===== src/rtl/fast_square_comb_decim.sv =====
// rtl/fast_square_comb_decim.sv - I/Q comb cascade with saturation, decimation and warmup blanking
module fast_square_comb_decim #(
    parameter int WIDTH  = 16,
    parameter int STAGES = 2,
    parameter int DELAY  = 1,
    parameter int DECIM  = 16,
    parameter int WARMUP = 201
) (
    input  logic                    clock,
    input  logic                    reset_n,
    input  logic                    in_strobe,
    input  logic                    restart,
    input  logic                    bypass,
    input  logic signed [WIDTH-1:0] i_in,
    input  logic signed [WIDTH-1:0] q_in,
    output logic signed [WIDTH-1:0] i_out,
    output logic signed [WIDTH-1:0] q_out,
    output logic                    data_out_strobe,
    output logic                    warm
);
    localparam int CW = $clog2(DECIM);
    localparam int WW = $clog2(WARMUP + 2);
    localparam logic signed [WIDTH-1:0] P_MARK = {1'b1, {(WIDTH-1){1'b0}}};
    localparam logic signed [WIDTH-1:0] P_POS  = {1'b0, {(WIDTH-1){1'b1}}};
    localparam logic signed [WIDTH-1:0] P_NEG  = {1'b1, {(WIDTH-2){1'b0}}, 1'b1};
    localparam logic signed [WIDTH:0]   P_HI   = {2'b00, {(WIDTH-1){1'b1}}};
    localparam logic signed [WIDTH:0]   P_LO   = {2'b11, {(WIDTH-2){1'b0}}, 1'b1};

    // Differences are formed one bit wider, then clamped off the reserved marker code.
    function automatic logic signed [WIDTH-1:0] f_sub_sat(input logic signed [WIDTH-1:0] a,
                                                           input logic signed [WIDTH-1:0] b);
        logic signed [WIDTH:0] d;
        d = {a[WIDTH-1], a} - {b[WIDTH-1], b};
        if (d > P_HI)
            return P_POS;
        else if (d < P_LO)
            return P_NEG;
        else
            return d[WIDTH-1:0];
    endfunction

    logic signed [WIDTH-1:0] r_i_stg [STAGES];
    logic signed [WIDTH-1:0] r_q_stg [STAGES];
    logic signed [WIDTH-1:0] r_i_dl  [STAGES][DELAY];
    logic signed [WIDTH-1:0] r_q_dl  [STAGES][DELAY];
    logic signed [WIDTH-1:0] w_i_x   [STAGES];
    logic signed [WIDTH-1:0] w_q_x   [STAGES];
    logic signed [WIDTH-1:0] w_i_y   [STAGES];
    logic signed [WIDTH-1:0] w_q_y   [STAGES];
    logic signed [WIDTH-1:0] r_i_data, r_q_data;
    logic signed [WIDTH-1:0] w_i_fin, w_q_fin;
    logic [CW-1:0]           r_dcnt;
    logic [WW-1:0]           r_wcnt;
    logic                    r_bypass;
    logic                    r_strobe;
    logic                    w_accept, w_wrap, w_byp_chg;

    assign w_accept  = in_strobe & ~restart;
    assign w_wrap    = w_accept && (r_dcnt == CW'(DECIM - 1));
    assign w_byp_chg = w_accept && (bypass != r_bypass);
    assign w_i_fin   = bypass ? ((i_in == P_MARK) ? P_NEG : i_in) : r_i_stg[STAGES-1];
    assign w_q_fin   = bypass ? ((q_in == P_MARK) ? P_NEG : q_in) : r_q_stg[STAGES-1];

    always_comb begin
        w_i_x[0] = i_in;
        w_q_x[0] = q_in;
        for (int s = 1; s < STAGES; s++) begin
            w_i_x[s] = r_i_stg[s-1];
            w_q_x[s] = r_q_stg[s-1];
        end
        for (int s = 0; s < STAGES; s++) begin
            w_i_y[s] = f_sub_sat(w_i_x[s], r_i_dl[s][DELAY-1]);
            w_q_y[s] = f_sub_sat(w_q_x[s], r_q_dl[s][DELAY-1]);
        end
    end

    always_ff @(posedge clock or negedge reset_n) begin
        if (!reset_n) begin
            for (int s = 0; s < STAGES; s++) begin
                r_i_stg[s] <= '0;
                r_q_stg[s] <= '0;
                for (int k = 0; k < DELAY; k++) begin
                    r_i_dl[s][k] <= '0;
                    r_q_dl[s][k] <= '0;
                end
            end
            r_i_data <= '0;
            r_q_data <= '0;
            r_dcnt   <= '0;
            r_wcnt   <= '0;
            r_bypass <= 1'b0;
            r_strobe <= 1'b0;
        end else if (restart) begin
            for (int s = 0; s < STAGES; s++) begin
                r_i_stg[s] <= '0;
                r_q_stg[s] <= '0;
                for (int k = 0; k < DELAY; k++) begin
                    r_i_dl[s][k] <= '0;
                    r_q_dl[s][k] <= '0;
                end
            end
            r_dcnt   <= '0;
            r_wcnt   <= '0;
            r_strobe <= 1'b0;
        end else begin
            r_strobe <= 1'b0;
            if (w_accept) begin
                for (int s = 0; s < STAGES; s++) begin
                    r_i_stg[s]   <= w_i_y[s];
                    r_q_stg[s]   <= w_q_y[s];
                    r_i_dl[s][0] <= w_i_x[s];
                    r_q_dl[s][0] <= w_q_x[s];
                    for (int k = 1; k < DELAY; k++) begin
                        r_i_dl[s][k] <= r_i_dl[s][k-1];
                        r_q_dl[s][k] <= r_q_dl[s][k-1];
                    end
                end
                r_bypass <= bypass;
                r_dcnt   <= w_wrap ? '0 : r_dcnt + CW'(1);
                if (w_wrap) begin
                    r_i_data <= w_i_fin;
                    r_q_data <= w_q_fin;
                    r_strobe <= 1'b1;
                end
                // Counted at the wrap so warm is already high during the WARMUP-th strobe.
                if (w_byp_chg)
                    r_wcnt <= '0;
                else if (w_wrap && (r_wcnt != WW'(WARMUP)))
                    r_wcnt <= r_wcnt + WW'(1);
            end
        end
    end

    assign warm            = (r_wcnt == WW'(WARMUP));
    assign i_out           = warm ? r_i_data : P_MARK;
    assign q_out           = warm ? r_q_data : P_MARK;
    assign data_out_strobe = r_strobe;
endmodule

===== config.mk =====
export PLATFORM = sky130hd
export DESIGN_NAME = fast_square_comb_decim
export DESIGN_NICKNAME = d
export VERILOG_FILES = /design/src/rtl/fast_square_comb_decim.sv
export SDC_FILE = /design/constraint.sdc
export NUM_CORES = 1
export LEC_CHECK = 0
export ABC_AREA = 1
export ABC_CLOCK_PERIOD_IN_PS = 2200
export CAP_MARGIN = 20
export CORE_UTILIZATION = 30
export CTS_BUF_LIST = sky130_fd_sc_hd__clkbuf_8 sky130_fd_sc_hd__clkbuf_16
export CTS_CLUSTER_SIZE = 16
export DETAILED_ROUTE_END_ITERATION = 12
export PLACE_DENSITY = 0.58
export SLEW_MARGIN = 15
export SYNTH_ARGS = -nofsm -noshare
export SYNTH_HDL_FRONTEND = slang
export SYNTH_SLANG_ARGS = --single-unit
export TNS_END_PERCENT = 50

===== constraint.sdc =====
create_clock -name clock -period 2.2 [get_ports clock]
set_input_delay 0.55 -clock clock [delete_from_list [all_inputs] [get_ports clock]]
set_output_delay 0.55 -clock clock [all_outputs]
set_load 0.01 [all_outputs]

[After elaboration in Yosys (flattened, before gate mapping)]
Cells that the tools add are included.
Storage, ports and cells
  output and inout port bits: 34
  word-level logic and storage cells: 76
  input port bits: 37
  bits in registers: 174
Operators by class
  $lt $le $gt $ge: 8
  add/subtract/negate cells: 6
  reductions and logical operators: 8
  bitwise logic cells: 2
  multiplexer cells: 32
  eq/ne operators: 6
Operator list (count)
  32-bit 2-to-1 mux: 8
  16-bit 2-to-1 mux: 14
  17-bit by 16-bit > comparator with 1-bit output, second input constant: 4
  17-bit by 16-bit less-than comparator with 1-bit output, second input constant: 4
  16-bit by 16-bit subtractor with 17-bit output: 4
  16-bit == test, second input constant: 2
  8-bit 2-to-1 mux: 4
  4-bit 2-to-1 mux: 3
  8-bit by 1-bit adder with 8-bit output, second input constant: 1
  8-bit == test, second input constant: 1
  8-bit inequality test, second input constant: 1
  4-bit by 1-bit adder with 4-bit output, second input constant: 1
  4-bit == test, second input constant: 1
  2-bit AND reduction: 2
  1-bit logical AND: 3
  1-bit 2-to-1 mux: 3
  3-bit AND reduction: 1
  3-bit nonzero test: 1
  2-bit nonzero test: 1
  1-bit bitwise AND: 1
  1-bit inequality test: 1
  1-bit NOT: 1

[Longest topological paths before layout]
Gate-level depths: netlist of the first run.
  depth in word-level cells: 8
  gate-level depth with buffers: 21
  mapped depth without buffers: 21

[Worst setup path before layout of the first run]
OpenSTA, ideal clock, no wires.
  kind: input-to-reg
  start: input port i_in[0]
  end: register r_i_stg[24] in the netlist's numbering
  arrival: 2.462 ns
  setup slack: -0.378 ns
  setup time: 0.117 ns
  required time: 2.083 ns
  stages on the path: 18
  buffers on the path: 1
  cell sequence: inv_1 > ha_1 > fa_1 > nand3b_1 > nand2_2 > nand2_2 > nand2_2 > nand2_2 > nand2_2 > nand4_1 > nand2_2 > xor2_1 > nand2_2 > buf_6 > nand2_1 > nand2_1 > nand2_1 > nand2_1
On the way
  cells in the longest elaborated chain, start to end: 6
  elaborated cells on any way between the ends: 7
  those cells by class: add/sub (1); order compare (2); mux (4)
RTL lines
  start: declaration: RTL line 14  | input logic signed [WIDTH-1:0] i_in,
  16-bit by 16-bit subtractor with 17-bit output *: RTL line 33  | d = {a[WIDTH-1], a} - {b[WIDTH-1], b};
  17-bit by 16-bit less-than comparator with 1-bit output: RTL line 36  | else if (d < P_LO)
  16-bit 2-to-1 mux: RTL line 36
  16-bit 2-to-1 mux *: RTL line 34  | if (d > P_HI)
  32-bit 2-to-1 mux *: RTL line 107  | if (w_accept) begin
  32-bit 2-to-1 mux *: RTL line 93  | end else if (restart) begin
  end signal: indexed assignment: RTL line 109  | r_i_stg[s] <= w_i_y[s];
  end: declaration: RTL line 42  | logic signed [WIDTH-1:0] r_i_stg [STAGES];
Every way passes the cells marked *; elsewhere a longest branch is shown, timed or not. The select of a mux whose other input is x is not followed.
A chain may end at the register's enable or synchronous reset.

[Worst setup path in the final report of the first run]
  start: input port i_in[0]
  end: register r_i_stg[20] in the netlist's numbering
Same word-level chain as after synthesis.

==> flow_summary.toml, run 1 <==
[cells_and_area]
multiInputGateArea_um2 = 7208
antenna_cells = 0
area_delta_synth_final_pct = 47.26
fin_cells = 2551
num-fill-cells = 3829
finalNetCount = 2135
finish.utilization_pct = 45.16
regArea_um2 = 4354
drive_above_1_share_pct = 31.47

[drt]
vias = 11840
drc = 0
drt-total-wl_um = 36220
postRouteAntennaNets = 0
via_per_inst = 4.640
dr.pass1.iters = 5
first_iter_violations = 716
routedWlPerCell_um = 14.20

[setup_path]
critPathKind = "in -> reg"
worst_ep_arrival_time_ps = 2890
start_kind = "input pin"
critPathCaptureType = "flop"
critPathMaxStageDelay_ps = 330
path_cells = "clkdlybuf4s15_2 > buf_6 > inv_12 > ha_4 > fa_2 > nand3b_1 > nand2_2 > nand2_2 > nand2_4 > nand2_1 > nand2_1 > nand2_1 > nand2_1 > nand2_1 > nor2_1 > nand2_1 > nand2_2 > nand2_4 > nand2_2 > nand2_1 > nand2_1 > nand2_1"
critPathMaxFanout = 8
cp.required_ps = 2530
cpMaxStageDelayCell = "fa_2"
timing.critical_path.mode_cell = "nand2_1"

[clock_network]
clk_latency_ps = 450
holdBufCountCts = 0
cts_tree = "done"
cts_sinks = 174
htreeDepth = 4
clkTransAtPathRegs_ps = 70
cts_max_path_buffers = 2
root_buffer = "clkbuf_16"
numCtsBuffers = 17

[sta]
slew_headroom_pct = 65.53
fmax_mhz = 390.9
worst_pin_slew_ps = 517.0
hold_violations = 0
clock_skew_ps = 14.04
rsz0062_at_grt = "yes"
slew_violations = 0
finalCritPeriodShare_pct = 116.3
finalWorstSetupSlack_ps = -358.2
setup_viol = 94
min_period_ps = 2558
holdWs_ps = 32.21

[power_and_ir_drop]
intPower_mw = 8.507
powerDensity_nw_per_um2 = 818.7
power.switching_mw = 5.487
pwr-share-seq_pct = 27.8
sw_frac_of_total_pct = 39.21
power_frac_clock_pct = 23.8
ir_worst_vdd_mv = 0.7138
power_mw = 13.99
power_frac_comb_pct = 48.5
power.leakage_nw = 8.782

[synth]
synth_common_cells = "nand2_1 (528), inv_1 (266), dfrtp_1 (174), nor2_1 (138), nand3_1 (95)"
synth_edf_count = 0
synth_compound_area_share_pct = 11.70
syn-instance-count = 1666
ys_ff_latch = 174
ys_warn_count = 0
synthArstFlopShare_pct = 100.0
synth_ff_type = "dfrtp_1"
synth_xor_area_share_pct = 1.693
synth_top_area_cell = "dfrtp_1"
yosysUniqueCellTypes = 42
synth_top_family_by_area = "simple AND/OR/NAND/NOR gates"
synth_area_um2 = 11610
syn_nets = 1774
synth_top_area_share_pct = 37.52
ys_top_cells_by_area = "dfrtp_1 (38%), nand2_1 (17%), inv_1 (8.6%)"
post-synth-top-count-cell = "nand2_1"
synth-adder-area-share_pct = 7.913
ys_seq_area_share_pct = 37.52
synth_mux_area_share_pct = 0
synth_simple_gate_area_share_pct = 30.33
avgSynthCellArea_um2 = 6.966

[global_routing]
grt_start_max_net_pins = 50
grt_first_pass_wirelength_um = 59010
grt_usage_pct = 18.78
first_global_vias = 11740
grt_overflow = 0
antenna_found_initial = 0

[die]
die_area_um2 = 39480
die_height_um = 198.7
ios = 71
die-width_um = 198.7
core_um2 = 37840
start_util_pct = 30.67
rows = 71

[place]
gp_congestion = 0.8810
io_buffer_count = 70
placedCellCount = 2485
dp_hpwl_um = 26760

[job]
maxCapViolCount = 0

[outcome]
violations = "negative setup slack"
outcome = "finished, violations left"

[hold_path]
hold_path.class = "in -> async"
-- state kept, by name, summed over array words and instances, names as in the netlist --
name	count
r_bypass	1
r_i_data	16
r_wcnt	8
r_i_dl	32
r_dcnt	4
r_i_stg	32
r_q_stg	32
data_out_strobe	1
r_q_dl	32
r_q_data	16
-- cells by family (layout without fill, tap and decap cells) --
family                   Yosys count  in the layout
AO/OA/AOI/OAI                    235            235
XOR/XNOR                          19             19
adder cells (fa/ha/maj)           71             71
buffers and inverters            324            693
flip-flops                       174            174
AND/OR/NAND/NOR                  843            848
-- routing by layer --
layer / track usage, % / share of wire [%] / vias to the layer above
met1: 24.00 / 45 / 5635
met2: 33.45 / 50 / 171
met4: 4.530 / 1.5 / 0
li1: - / - / 5995
met5: 0 / 0 / -
met3: 2.221 / 2.8 / 36
-- worst max-delay path, delay by kind of cell --
kind | cells | cell delay (ps)
adders and majority gates | 2 | 480
and+or+nand+nor | 17 | 1510
buffers and inverters | 3 | 330
-- stage by stage --
| step | instance area [µm²] | setup slack, ps | setup TNS (ps) |
|---|---|---|---|
| final | 17090 | -358.2 | -16510 |
| after global routing | 17090 | -501.9 | -29570 |
| after CTS | 16450 | -334.9 | -17430 |
| after detailed placement | 15140 | -1126 | -59090 |
| after global placement | 15140 | -1057 | -56470 |
| after floorplan | 11720 | -244.8 | -6005 |
-- cells in the final DEF (no fill, tap or decap), types with 25 or more instances in the layout --
master,count
nand2_2,74
nor2_1,103
nand3b_1,26
nand2_1,465
ha_4,28
buf_4,290
o22ai_1,35
a21oi_1,33
o21ai_0,78
buf_6,25
inv_1,255
ha_1,39
dfrtp_1,174
nand3_1,70
-- power groups by stage --
stage / clock network [mW] / logic, mW / registers, mW
after floorplan: 0 / 3.17 / 3.85
after global placement: 0 / 5.62 / 3.92
after detailed placement: 0 / 5.67 / 3.92
after CTS: 3.37 / 6.19 / 3.87
after global routing: 3.49 / 7.50 / 3.93
final: 3.32 / 6.78 / 3.89
-- final timing paths --
path,depth (start not counted),end,startpoint,slack (ps)
setup / recovery,22,r_i_stg[20],i_in[0],-360
hold / removal,1,r_q_data[5],reset_n,30
setup reg to reg,19,r_i_stg[20],r_i_dl[16],-350
hold reg to reg,2,r_q_stg[0],r_q_stg[0],480
max in group asynchronous,2,r_q_dl[11],reset_n,1530
min in group clock,2,r_q_stg[0],r_q_stg[0],480
-- timing repair --
item,CTS,global route
setup endpoints to repair,97,97
pin swaps,44,51
gates cloned,5,1
setup buffers,17,12
gates resized for setup,296,128
-- area by class of cell --
| class | instances | area share [%] |
|---|---|---|
| Clock inverter | 13 | 1.025 |
| Sequential cell | 174 | 25.48 |
| Tap cell | 511 | 3.741 |
| Inverter | 274 | 6.237 |
| Multi-Input combinational cell | 1173 | 42.17 |
| Timing Repair Buffer | 387 | 18.70 |
| Clock buffer | 19 | 2.650 |
No activity file was read; power rests on OpenSTA's default activity.
==> inputs of run 2 (changes only) <==
- SLEW_MARGIN: 15 -> 10
==> results of run 2 <==
No change in the layout: final DEF, timing and power equal those of run 1.
==> inputs of run 3 (changes only) <==
- CORE_MARGIN: not set -> 1
==> results of run 3 <==
No change in the layout: final DEF, timing and power equal those of run 1.
